==> config.mk <==
export PLATFORM = sky130hd
export DESIGN_NAME = mem_transfer_ctrl
export DESIGN_NICKNAME = d
export VERILOG_FILES = /design/src/rtl/mem_transfer_ctrl.sv
export SDC_FILE = /design/constraint.sdc
export NUM_CORES = 1
export LEC_CHECK = 0
export BUFFER_PORTS_ARGS = -buffer_cell sky130_fd_sc_hd__buf_2
export CORE_MARGIN = 3
export CORE_UTILIZATION = 41
export CTS_BUF_LIST = sky130_fd_sc_hd__clkbuf_2 sky130_fd_sc_hd__clkbuf_4 sky130_fd_sc_hd__clkbuf_8
export DETAILED_ROUTE_END_ITERATION = 8
export SYNTH_ARGS = -nofsm -noshare
export SYNTH_HDL_FRONTEND = slang
export SYNTH_SLANG_ARGS = --single-unit
==> constraint.sdc <==
create_clock -name clock -period 5.5 [get_ports clock]
set_clock_uncertainty 0.15 [all_clocks]
set_input_delay 0.55 -clock clock [delete_from_list [all_inputs] [get_ports clock]]
set_output_delay 0.55 -clock clock [all_outputs]
set_load 0.02 [all_outputs]
==> src/rtl/mem_transfer_ctrl.sv <==
// Purpose: scans memory A words 0..3 and packs every word above a captured threshold into memory B from address 0.
// Latency: a pass takes 13 cycles after the accepted start (RD/CMP/WR per word, then a one-cycle done pulse).
// Backpressure: none; start is only sampled in IDLE and ignored while busy, threshold is frozen for the pass.
module mem_transfer_ctrl (
    input  logic       clock,
    input  logic       reset,
    input  logic       start,
    input  logic [7:0] thresh,
    input  logic [7:0] DOutA,
    output logic [1:0] AddrA,
    output logic [1:0] AddrB,
    output logic       WEB,
    output logic [7:0] DataInB,
    output logic       busy,
    output logic       done,
    output logic [2:0] count
);

    typedef enum logic [2:0] {
        IDLE = 3'd0,
        RD   = 3'd1,
        CMP  = 3'd2,
        WR   = 3'd3,
        DONE = 3'd4
    } state_t;

    state_t     state;
    state_t     stateNext;
    logic [7:0] thrQ;
    logic [1:0] rdPtr;
    logic [1:0] wrPtr;

    // Read address follows the scan pointer; memory A returns data one cycle later (in CMP).
    assign AddrA = rdPtr;

    // State register.
    always_ff @(posedge clock or posedge reset) begin
        if (reset) begin
            state <= IDLE;
        end else begin
            state <= stateNext;
        end
    end

    // Next-state logic: four RD/CMP/WR rounds, then a single DONE cycle.
    always_comb begin
        stateNext = state;
        unique case (state)
            IDLE:    stateNext = start ? RD : IDLE;
            RD:      stateNext = CMP;
            CMP:     stateNext = WR;
            WR:      stateNext = (rdPtr == 2'd3) ? DONE : RD;
            DONE:    stateNext = IDLE;
            default: stateNext = IDLE;
        endcase
    end

    // Status outputs decoded from the current state.
    always_comb begin
        busy = (state != IDLE);
        done = (state == DONE);
    end

    // Datapath: threshold capture, compare/stage the write, commit pointers at the end of WR.
    always_ff @(posedge clock or posedge reset) begin
        if (reset) begin
            thrQ    <= 8'd0;
            rdPtr   <= 2'd0;
            wrPtr   <= 2'd0;
            count   <= 3'd0;
            WEB     <= 1'b0;
            AddrB   <= 2'd0;
            DataInB <= 8'd0;
        end else begin
            unique case (state)
                IDLE: begin
                    if (start) begin
                        thrQ  <= thresh;
                        rdPtr <= 2'd0;
                        wrPtr <= 2'd0;
                        count <= 3'd0;
                    end
                end
                CMP: begin
                    // Strictly greater, unsigned; address/data only move when a write is staged.
                    if (DOutA > thrQ) begin
                        DataInB <= DOutA;
                        AddrB   <= wrPtr;
                        WEB     <= 1'b1;
                    end else begin
                        WEB <= 1'b0;
                    end
                end
                WR: begin
                    // Memory B captures on this edge; WEB is high for the WR cycle only.
                    WEB <= 1'b0;
                    if (WEB) begin
                        wrPtr <= wrPtr + 2'd1;
                        count <= count + 3'd1;
                    end
                    if (rdPtr != 2'd3) begin
                        rdPtr <= rdPtr + 2'd1;
                    end
                end
                default: begin
                end
            endcase
        end
    end

endmodule
==> summary.md, run 1 <==
| Metric | Value |
|---|---|
| Worst skew pair latency | 310 ps |
| CTS resizes | 0 |
| Detailed Routing Iterations Pass 1 | 3 |
| Commonest non-fill, non-tap cells in the layout | buf_2 (36), dfrtp_1 (29), nand2_1 (15) |
| PD cells | 550 nW/um2 |
| Synthesis-to-finish area growth | 19.5% |
| Die height | 64.4 um |
| Final TNS setup | 0 ps |
| Global placer's final weighted congestion | 0.721 |
| Total power | 919 uW |
| DP HPWL | 2060 um |
| Final core utilization | 53.0% |
| ANT nets after route | 0 |
| Max Clk Rate | 0.440 GHz |
| Via density | 4.74 |
| Max_cap viols | 0 |
| Cell-internal power | 563 uW |
| RSZ-0062 raised after global routing | false |
| Layout net count | 190 |
| Final Non-Filler Cells | 206 |
| Worst-path cell chain | or3_1 > nor2_1 > buf_4 > mux2_2 |
| Max VDD drop | 0.000230 V |
| First-pass GRT wire length | 4550 um |
| Sequential share of the synthesized area | 51.9% |
| Mapped Area | 1400 um2 |
| Crit. End Element | flop |
| Num ports | 37 |
| Logic gate share of total power | 46.3% |
| Crit Path Class | flop to flop |
| Net Count, Synth | 150 |
| Clock buffer depth | 2 |
| Routed vias | 977 |
| Commonest non-fill, non-tap cell in the layout | buf_2 |
| Syn_area_per_cell | 11.6 um2 |
| Rows | 20 |
| Clock Pin Slew Worst Setup and Hold Paths | 80 ps |
| CP Launch Type | flop |
| All-Layer GR Usage | 14.5% |
| Clk root buf | clkbuf_4 |
| Worst-Margin Slew | 1060 ps |
| Flop and latch count out of synthesis | 29 |
| Hold Buf Count CTS | 0 |
| Final period util | 41.3% |
| Routed WL | 2670 um |
| Die W | 64.4 um |
| Clk sinks | 29 |
| Worst-path fanout max | 11 |
| Largest net degree at the start of global routing | 30 |
| Critical Path AT | 2320 ps |
| Cell count after synthesis | 121 |
| Initial Utilization | 44.3% |
| Final setup margin | 3230 ps |
| WP data required | 5550 ps |
| Hold Crit Class | primary input to flop |
| N_diodes | 0 |
| Num CTS Buffers | 5 |
| Layout cells sized above 1 | 37.0% |
| Number of cells after detailed placement | 198 |
| Core ar. | 3150 um2 |
| Worst path max stage delay | 530 ps |
| CP max-delay cell | nor2_1 |
| Post-CTS Setup Repair Bufs | 0 |
| Die area | 4150 um2 |
| Switching share of total power | 38.7% |
| Flop pwr share | 40.2% |
| Initial antenna violation count | 0 |
| Sw Pwr | 355 uW |
| Avg WL per Cell | 12.9 um |
| Synth warn | 0 |
| Port Buffer Count | 36 |
| Vias in the first global route | 1050 |
| Starting DRT DRC Count | 36 |
| Synth cell types | 27 |
| # setup viols final | 0 |
| CTS tree | done |
| Htree depth | 2 |
| Final min period | 2270 ps |
| Fin. Hold Viols | 0 |
| Leak pwr | 0.893 nW |
| Clock share of power | 13.5% |
| Status | completed |
| Max_slew headroom | 28.9% |
| Slew Limit Fails | 0 |
| Dpl ws | 3110 ps |
| GRT Residual Overflow | 0 |
| DRC violations left | 0 |
## worst max-delay path: cells and delay by family, from the launching register on
kind / cells / cell delay, ps
buffers and inverters: 1 / 290
flip-flops: 1 / 490
multiplexers: 1 / 340
AND/OR/NAND/NOR: 2 / 900
## Yosys cell counts
library cell	number	area share, %
dfrtp_1	29	52
nand2_1	15	4.0
ha_1	10	9.0
inv_1	10	2.7
mux2_4	9	9.7
nor2_1	8	2.1
o21ai_0	8	2.9
mux2_2	4	3.2
a21oi_1	3	1.1
a22o_1	2	1.3
and3_1	2	0.90
buf_2	2	0.72
nand4_1	2	0.90
nor2b_1	2	0.90
o211ai_1	2	1.1
xnor2_1	2	1.3
a2bb2oi_1	1	0.63
a311oi_2	1	1.1
buf_4	1	0.54
buf_6	1	0.81
clkbuf_1	1	0.27
nand2b_1	1	0.45
nand3b_1	1	0.54
nor3b_1	1	0.54
o21a_1	1	0.54
or3_1	1	0.45
xor2_1	1	0.63
## cell families (layout without fill, tap and decap cells)
family / count (synthesis) / after routing / share of synthesized area [%]
mux: 13 / 13 / 12.9
compound gates: 18 / 18 / 8.50
simple gates: 33 / 33 / 10.8
buf+inv: 15 / 56 / 5.01
fa+ha+maj: 10 / 10 / 8.95
xor+xnor: 3 / 3 / 1.88
flops: 29 / 29 / 51.9
## state kept, by name, summed over array words and instances, names as in the netlist
| register | flops |
|---|---|
| DataInB | 8 |
| WEB | 1 |
| AddrA | 2 |
| thrQ | 8 |
| state | 3 |
| AddrB | 2 |
| count | 3 |
| wrPtr | 2 |
## stage by stage
stage | instance area [um2] | hold WS [ps]
finish | 1670 | 288
global route | 1670 | 287
CTS | 1670 | 279
detailed placement | 1620 | 340
global placement | 1620 | 339
floorplan | 1400 | 307
## power by group through the flow
stage                     Combinational (mW)  Clock (mW)  Sequential, mW
after floorplan                        0.275           0           0.415
after global placement                 0.418           0           0.368
after detailed placement               0.430           0           0.374
after CTS                              0.432       0.129           0.370
after global routing                   0.474       0.139           0.384
final                                  0.426       0.124           0.370
## path summary, 6_finish.rpt
kind | start | endpoint | slack, ps | cells past startpoint
worst max-delay path | state[0] | thrQ[0] | 3230 | 4
worst min-delay path | thresh[3] | thrQ[3] | 290 | 3
worst max register to register | state[0] | thrQ[0] | 3230 | 4
worst min register to register | DataInB[2] | DataInB[2] | 360 | 1
max in group asynchronous | reset | DataInB[1] | 4220 | 2
min in group asynchronous | reset | AddrA[0] | 340 | 2
## routing by layer
layer	global-route usage, %	vias to the layer above	wire length, um
met5	0	-	0
met4	5.54	0	19
met3	4.92	2	157
met2	24.9	23	1340
met1	16.6	466	1150
li1	-	486	-
## area by class of cell
type | count | area, um2
inverter | 10 | 37.5
fill | 325 | 1480
clock buffer | 6 | 45.0
sequential | 29 | 726
multi-input combinational | 77 | 602
timing repair buffer | 38 | 195
clock inverter | 2 | 10.0
tap | 44 | 55.1
Note: power is estimated with default switching activity, not from simulation.
==> run 2: changes to the inputs <==
- ABC_AREA: not set -> 1
- clock period: 5.5 -> 2.35 ns (I/O delays scaled with it)
==> run 2 against run 1 <==
- via count is 20% higher
- register-to-register slack worse by 2900 ps
- total power is 150% higher
- worst setup slack worse by 3100 ps
- first-iteration DRC count is 42% higher
- combinational power is 140% higher
- sequential share of layout area is 3.0 points lower
- worst hold slack worse by 280 ps
- flip-flop and latch count stayed put
- critical path depth is 6 higher
- largest power group unchanged
==> summary.md, run 2 <==
| Metric | Value |
|---|---|
| Post-CTS Setup Repair Bufs | 0 |
| Top-count cell post-synth | nand2_1 |
| Routed WL | 2980 um |
| Max_cap viols | 0 |
| Max VDD drop | 0.000697 V |
| All-Layer GR Usage | 15.8% |
| Die height | 65.0 um |
| Fin. Hold Viols | 0 |
| N_diodes | 0 |
| DP HPWL | 2210 um |
| Via density | 4.66 |
| Layout net count | 236 |
| Htree depth | 2 |
| Post-Layout Inst Area | 1790 um2 |
| Detailed Routing Iterations Pass 1 | 4 |
| Hold Crit Class | primary input to flop |
| Layout cells sized above 1 | 27.9% |
| Leak pwr | 1.03 nW |
| Critical Path AT | 2260 ps |
| Largest regs | DataInB x8, thrQ x8 |
| # setup viols final | 0 |
| Global placer's final weighted congestion | 0.765 |
| Multi-input gate area | 598 um2 |
| Clk sinks | 29 |
| Crit. End Element | flop |
| Worst-path cell chain | dlygate4sd3_1 > buf_2 > inv_1 > ha_1 > nand2_1 > nor2_1 > a21oi_2 > nand2_1 > nand2_1 > nand2_1 |
| FFs w/ async S/R, synth | 100% |
| Commonest non-fill, non-tap cells in the layout | nand2_1 (44), buf_2 (36), dfrtp_1 (29) |
| Clk root buf | clkbuf_4 |
| Max Clk Rate | 0.461 GHz |
| Sequential share of the synthesized area | 50.8% |
| Net Count, Synth | 190 |
| GRT Residual Overflow | 0 |
| CTS resizes | 0 |
| Final Non-Filler Cells | 252 |
| Hold slack | 9.55 ps |
| Cell taking the most area after synthesis | dfrtp_1 |
| Initial Utilization | 44.9% |
| DP Area | 1650 um2 |
| PD cells | 1280 nW/um2 |
| Starting DRT DRC Count | 51 |
| Synth warn | 0 |
| Commonest cells in the netlist | nand2_1 (44), dfrtp_1 (29), inv_1 (16) |
| Mapped Area | 1430 um2 |
| Die area | 4230 um2 |
| Crit Path Class | primary input to flop |
| FF/Latch Area | 726 um2 |
| Initial antenna violation count | 0 |
| Synth top area share | 50.8% |
| Worst path max stage delay | 520 ps |
| Port Buffer Count | 36 |
| Die W | 65.0 um |
| Worst-Margin Slew | 465 ps |
| Synthesis-to-finish area growth | 25.7% |
| WP data required | 2440 ps |
| Final min period | 2170 ps |
| Number of cells after detailed placement | 238 |
| Reg2reg setup slack | 310 ps |
| Layout filler cell count | 322 |
| Final period util | 92.4% |
| Largest net degree at the start of global routing | 30 |
| Avg WL per Cell | 11.8 um |
| First-pass GRT wire length | 5070 um |
| Slew Limit Fails | 0 |
| Vias in the first global route | 1146 |
| CP max-delay cell | dlygate4sd3_1 |
| CP Launch Type | primary input |
| CTS tree | done |
| Flop and latch count out of synthesis | 29 |
| Commonest non-fill, non-tap cell in the layout | nand2_1 |
| Final TNS setup | 0 ps |
| Worst skew pair latency | 330 ps |
| Cell count after synthesis | 161 |
| DRC violations left | 0 |
| Rows | 20 |
| Main synth FF type | dfrtp_1 |
| Clock buffer depth | 2 |
| EDFF count, synth | 0 |
| Synth cell types | 23 |
| Status | completed |
| Clock Pin Slew Worst Setup and Hold Paths | 100 ps |
| Worst-path fanout max | 11 |
| ANT nets after route | 0 |
| Num ports | 37 |
| RSZ-0062 raised after global routing | false |
| Core ar. | 3180 um2 |
| Syn_area_per_cell | 8.87 um2 |
| Top cells by area, synth | dfrtp_1 (51%), nand2_1 (12%), ha_1 (8.8%), nand3_1 (4.6%), inv_1 (4.2%) |
| Max_slew headroom | 69.0% |
| Most used cell, CP | nand2_1 |
| Num CTS Buffers | 5 |
| Routed vias | 1174 |
run 2: cell families (layout without fill, tap and decap cells):
| group | count (synthesis) | count (layout) | synth area share [%] |
|---|---|---|---|
| compound gates | 20 | 20 | 8.06 |
| fa+ha+maj | 10 | 10 | 8.76 |
| buf+inv | 24 | 71 | 7.27 |
| flops | 29 | 29 | 50.8 |
| mux | 1 | 1 | 1.05 |
| simple gates | 77 | 77 | 24.0 |
run 2: worst max-delay path, delay by kind of cell:
family | cells | cell delay (ps)
compound gates | 1 | 400
fa+ha+maj | 1 | 270
buf+inv | 3 | 670
simple gates | 5 | 670
run 2: path summary, 6_finish.rpt:
| check | startpoint | endpoint | cells past startpoint |
|---|---|---|---|
| min in group asynchronous | reset | AddrB[0] | 4 |
| worst max-delay path | DOutA[0] | AddrB[0] | 10 |
| worst min register to register | DataInB[1] | DataInB[1] | 2 |
| worst max register to register | thrQ[7] | AddrB[0] | 8 |
| max in group asynchronous | reset | AddrA[0] | 4 |
| worst min-delay path | thresh[5] | thrQ[5] | 3 |
run 2: routing by layer:
metal / track usage (%) / vias up / routed length [um]
met5: 0 / - / 0
met2: 25.0 / 29 / 1370
met3: 5.55 / 6 / 189
met1: 19.7 / 532 / 1370
met4: 6.48 / 0 / 52
li1: - / 607 / -
run 2: layout make-up:
class / instances / share of cell area (%)
Clock inverter: 1 / 1.67
Inverter: 19 / 3.97
Timing Repair Buffer: 44 / 14.2
Sequential cell: 29 / 40.4
Multi-Input combinational cell: 108 / 33.3
Clock buffer: 7 / 3.28
Tap cell: 44 / 3.07
run 2: metrics by stage:
step / total power [mW] / util (%) / worst slack, ps
5_1_grt: 2.50 / 56.5 / 18.2
3_3_place_gp: 1.82 / 51.8 / 412
2_1_floorplan: 1.59 / - / 828
6_report: 2.29 / 56.5 / 179
3_5_place_dp: 1.87 / 51.8 / 307
4_1_cts: 2.33 / 56.5 / 172
run 2: repair_timing:
item,in CTS,in global routing
endpoints found under the setup margin,0,0
endpoints found under the hold margin,34,0
hold buffers,6,0
run 2: power breakdown:
part | switching [mW] | internal [mW]
logic | 0.645 | 0.361
registers | 0.132 | 0.714
clock network | 0.174 | 0.266
total | 0.951 | 1.34
==> run 3: changes to the inputs <==
==> constraint.sdc (replaced) <==
create_clock -name clock -period 2.35 [get_ports clock]
set_clock_uncertainty 0.15 [all_clocks]
set_input_delay 0.1175 -clock clock [delete_from_list [all_inputs] [get_ports clock]]
set_output_delay 0.1175 -clock clock [all_outputs]
set_load 0.02 [all_outputs]
==> run 3 against run 2 <==
- fmax rose by 20%
- die area did not move
- worst setup slack improved by 360 ps
- largest cell class unchanged
- combinational power barely moved
- total power rose by 1.3%
- worst hold slack improved by 180 ps
- utilization rose by 3.7 points
- clock power rose by 1%
- sequential share of layout area fell by 2.5 points
- critical path depth did not move
==> summary.md, run 3 (same netlist as run 2, synthesis figures left out) <==
| Metric | Value |
|---|---|
| CP max-delay cell | dlygate4sd3_1 |
| Die W | 65.0 um |
| Logic gate share of total power | 44.5% |
| Worst-Margin Slew | 427 ps |
| Hold Buf Count CTS | 17 |
| Final period util | 77.1% |
| Clock Pin Slew Worst Setup and Hold Paths | 100 ps |
| Starting DRT DRC Count | 30 |
| Final Non-Filler Cells | 264 |
| RSZ-0062 raised after global routing | false |
| Max Clk Rate | 0.552 GHz |
| Crit Path Class | primary input to flop |
| Clk sinks | 29 |
| Commonest non-fill, non-tap cell in the layout | nand2_1 |
| Initial antenna violation count | 0 |
| Leak pwr | 1.08 nW |
| Synthesis-to-finish area growth | 33.9% |
| Clk root buf | clkbuf_4 |
| Max_slew headroom | 71.5% |
| Number of cells after detailed placement | 239 |
| Final TNS setup | 0 ps |
| CP Launch Type | primary input |
| Status | completed |
| Via density | 4.66 |
| Hold Crit Class | primary input to flop |
| Most used cell, CP | nand2_1 |
| First-pass GRT wire length | 5460 um |
| Max VDD drop | 0.000670 V |
| N_diodes | 0 |
| GRT Residual Overflow | 0 |
| Critical path buffers and inverters | 2 |
| Commonest non-fill, non-tap cells in the layout | nand2_1 (44), buf_2 (36), dfrtp_1 (29) |
| All-Layer GR Usage | 16.6% |
| Switching share of total power | 41.2% |
| Routed vias | 1230 |
| # setup viols final | 0 |
| Crit. End Element | flop |
| Layout cells sized above 1 | 26.8% |
| Multi-input gate area | 598 um2 |
| Final setup margin | 538 ps |
| Max_cap viols | 0 |
| CP top delay family | simple AND/OR/NAND/NOR gates |
| Layout net count | 248 |
| Clock share of power | 19.2% |
| Detailed Routing Iterations Pass 1 | 4 |
| Final core utilization | 60.2% |
| Htree depth | 2 |
| Largest regs | DataInB x8, thrQ x8 |
| DP Area | 1650 um2 |
| DRC violations left | 0 |
| Flop pwr share | 36.3% |
| Num CTS Buffers | 5 |
| Largest net degree at the start of global routing | 30 |
| Clock buffer depth | 2 |
| Hold slack | 185 ps |
| Worst skew pair latency | 330 ps |
| Post-Layout Inst Area | 1910 um2 |
| Num ports | 37 |
| Rows | 20 |
| Total power | 2.32 mW |
| Dpl ws | 617 ps |
| Die area | 4230 um2 |
| Port Buffer Count | 36 |
| Critical Path AT | 1880 ps |
| Fin. Hold Viols | 0 |
| Cell-internal power | 1.37 mW |
| Die height | 65.0 um |
| Sw Pwr | 955 uW |
| CTS tree | done |
| Slew Limit Fails | 0 |
| Core ar. | 3180 um2 |
| Initial Utilization | 44.9% |
| Post-CTS Setup Repair Bufs | 0 |
| Worst-path cell chain | dlygate4sd3_1 > buf_2 > ha_1 > nand2_1 > nor2_1 > nand2_1 > nand2_1 > nand2_1 > nand2_1 > nand2_1 |
| ANT nets after route | 0 |
| Final min period | 1810 ps |
| DP HPWL | 2110 um |
| Worst-path fanout max | 11 |
| PD cells | 1210 nW/um2 |
| Vias in the first global route | 1248 |
| Avg WL per Cell | 11.6 um |
| Routed WL | 3060 um |
| Global placer's final weighted congestion | 0.723 |
| Layout filler cell count | 303 |
| WP data required | 2420 ps |
| CTS resizes | 0 |
| Worst path max stage delay | 540 ps |
| FF/Latch Area | 726 um2 |
[run 3: changes by cell type in the layout (fill, tap and decap cells not counted), sizes merged]
cell         previous run  this run
dlygate4sd3             6        17
buf                    38        39
[run 3: worst min-delay path, delay by kind of cell]
| family | cells | cell delay, ps |
|---|---|---|
| AO/OA/AOI/OAI | 1 | 120 |
| AND/OR/NAND/NOR | 1 | 300 |
| buffers and inverters | 1 | 100 |
[run 3: routing by layer]
metal,vias up,GRT usage (%),wire length (um)
li1,631,-,-
met1,569,19.7,1370
met2,28,29.1,1480
met3,2,5.55,192
met4,0,3.89,15
met5,-,0,0
[run 3: path summary, 6_finish.rpt]
path                           from        to  slack [ps]  depth (start not counted)
setup reg to reg            thrQ[7]  AddrB[0]         620                          9
hold / removal                start   thrQ[3]         180                          3
hold reg to reg            count[2]  count[2]         320                          1
min in group asynchronous     reset       WEB         250                          4
max in group asynchronous     reset  state[0]        1520                          4
setup / recovery           DOutA[7]  AddrB[0]         540                         10
[run 3: cell type report]
type / count / area share [%]
clock inverter: 1 / 1.57
multi-input combinational: 108 / 31.3
tap: 44 / 2.88
inverter: 19 / 3.73
sequential: 29 / 38.0
timing repair buffer: 56 / 19.5
clock buffer: 7 / 3.08
[run 3: power by group through the flow]
stage	Clock (mW)	Sequential, mW	Combinational, mW
6_report	0.445	0.843	1.03
2_1_floorplan	0	0.972	0.623
5_1_grt	0.480	0.872	1.19
4_1_cts	0.457	0.845	1.05
3_5_place_dp	0	0.855	1.02
3_3_place_gp	0	0.848	0.992
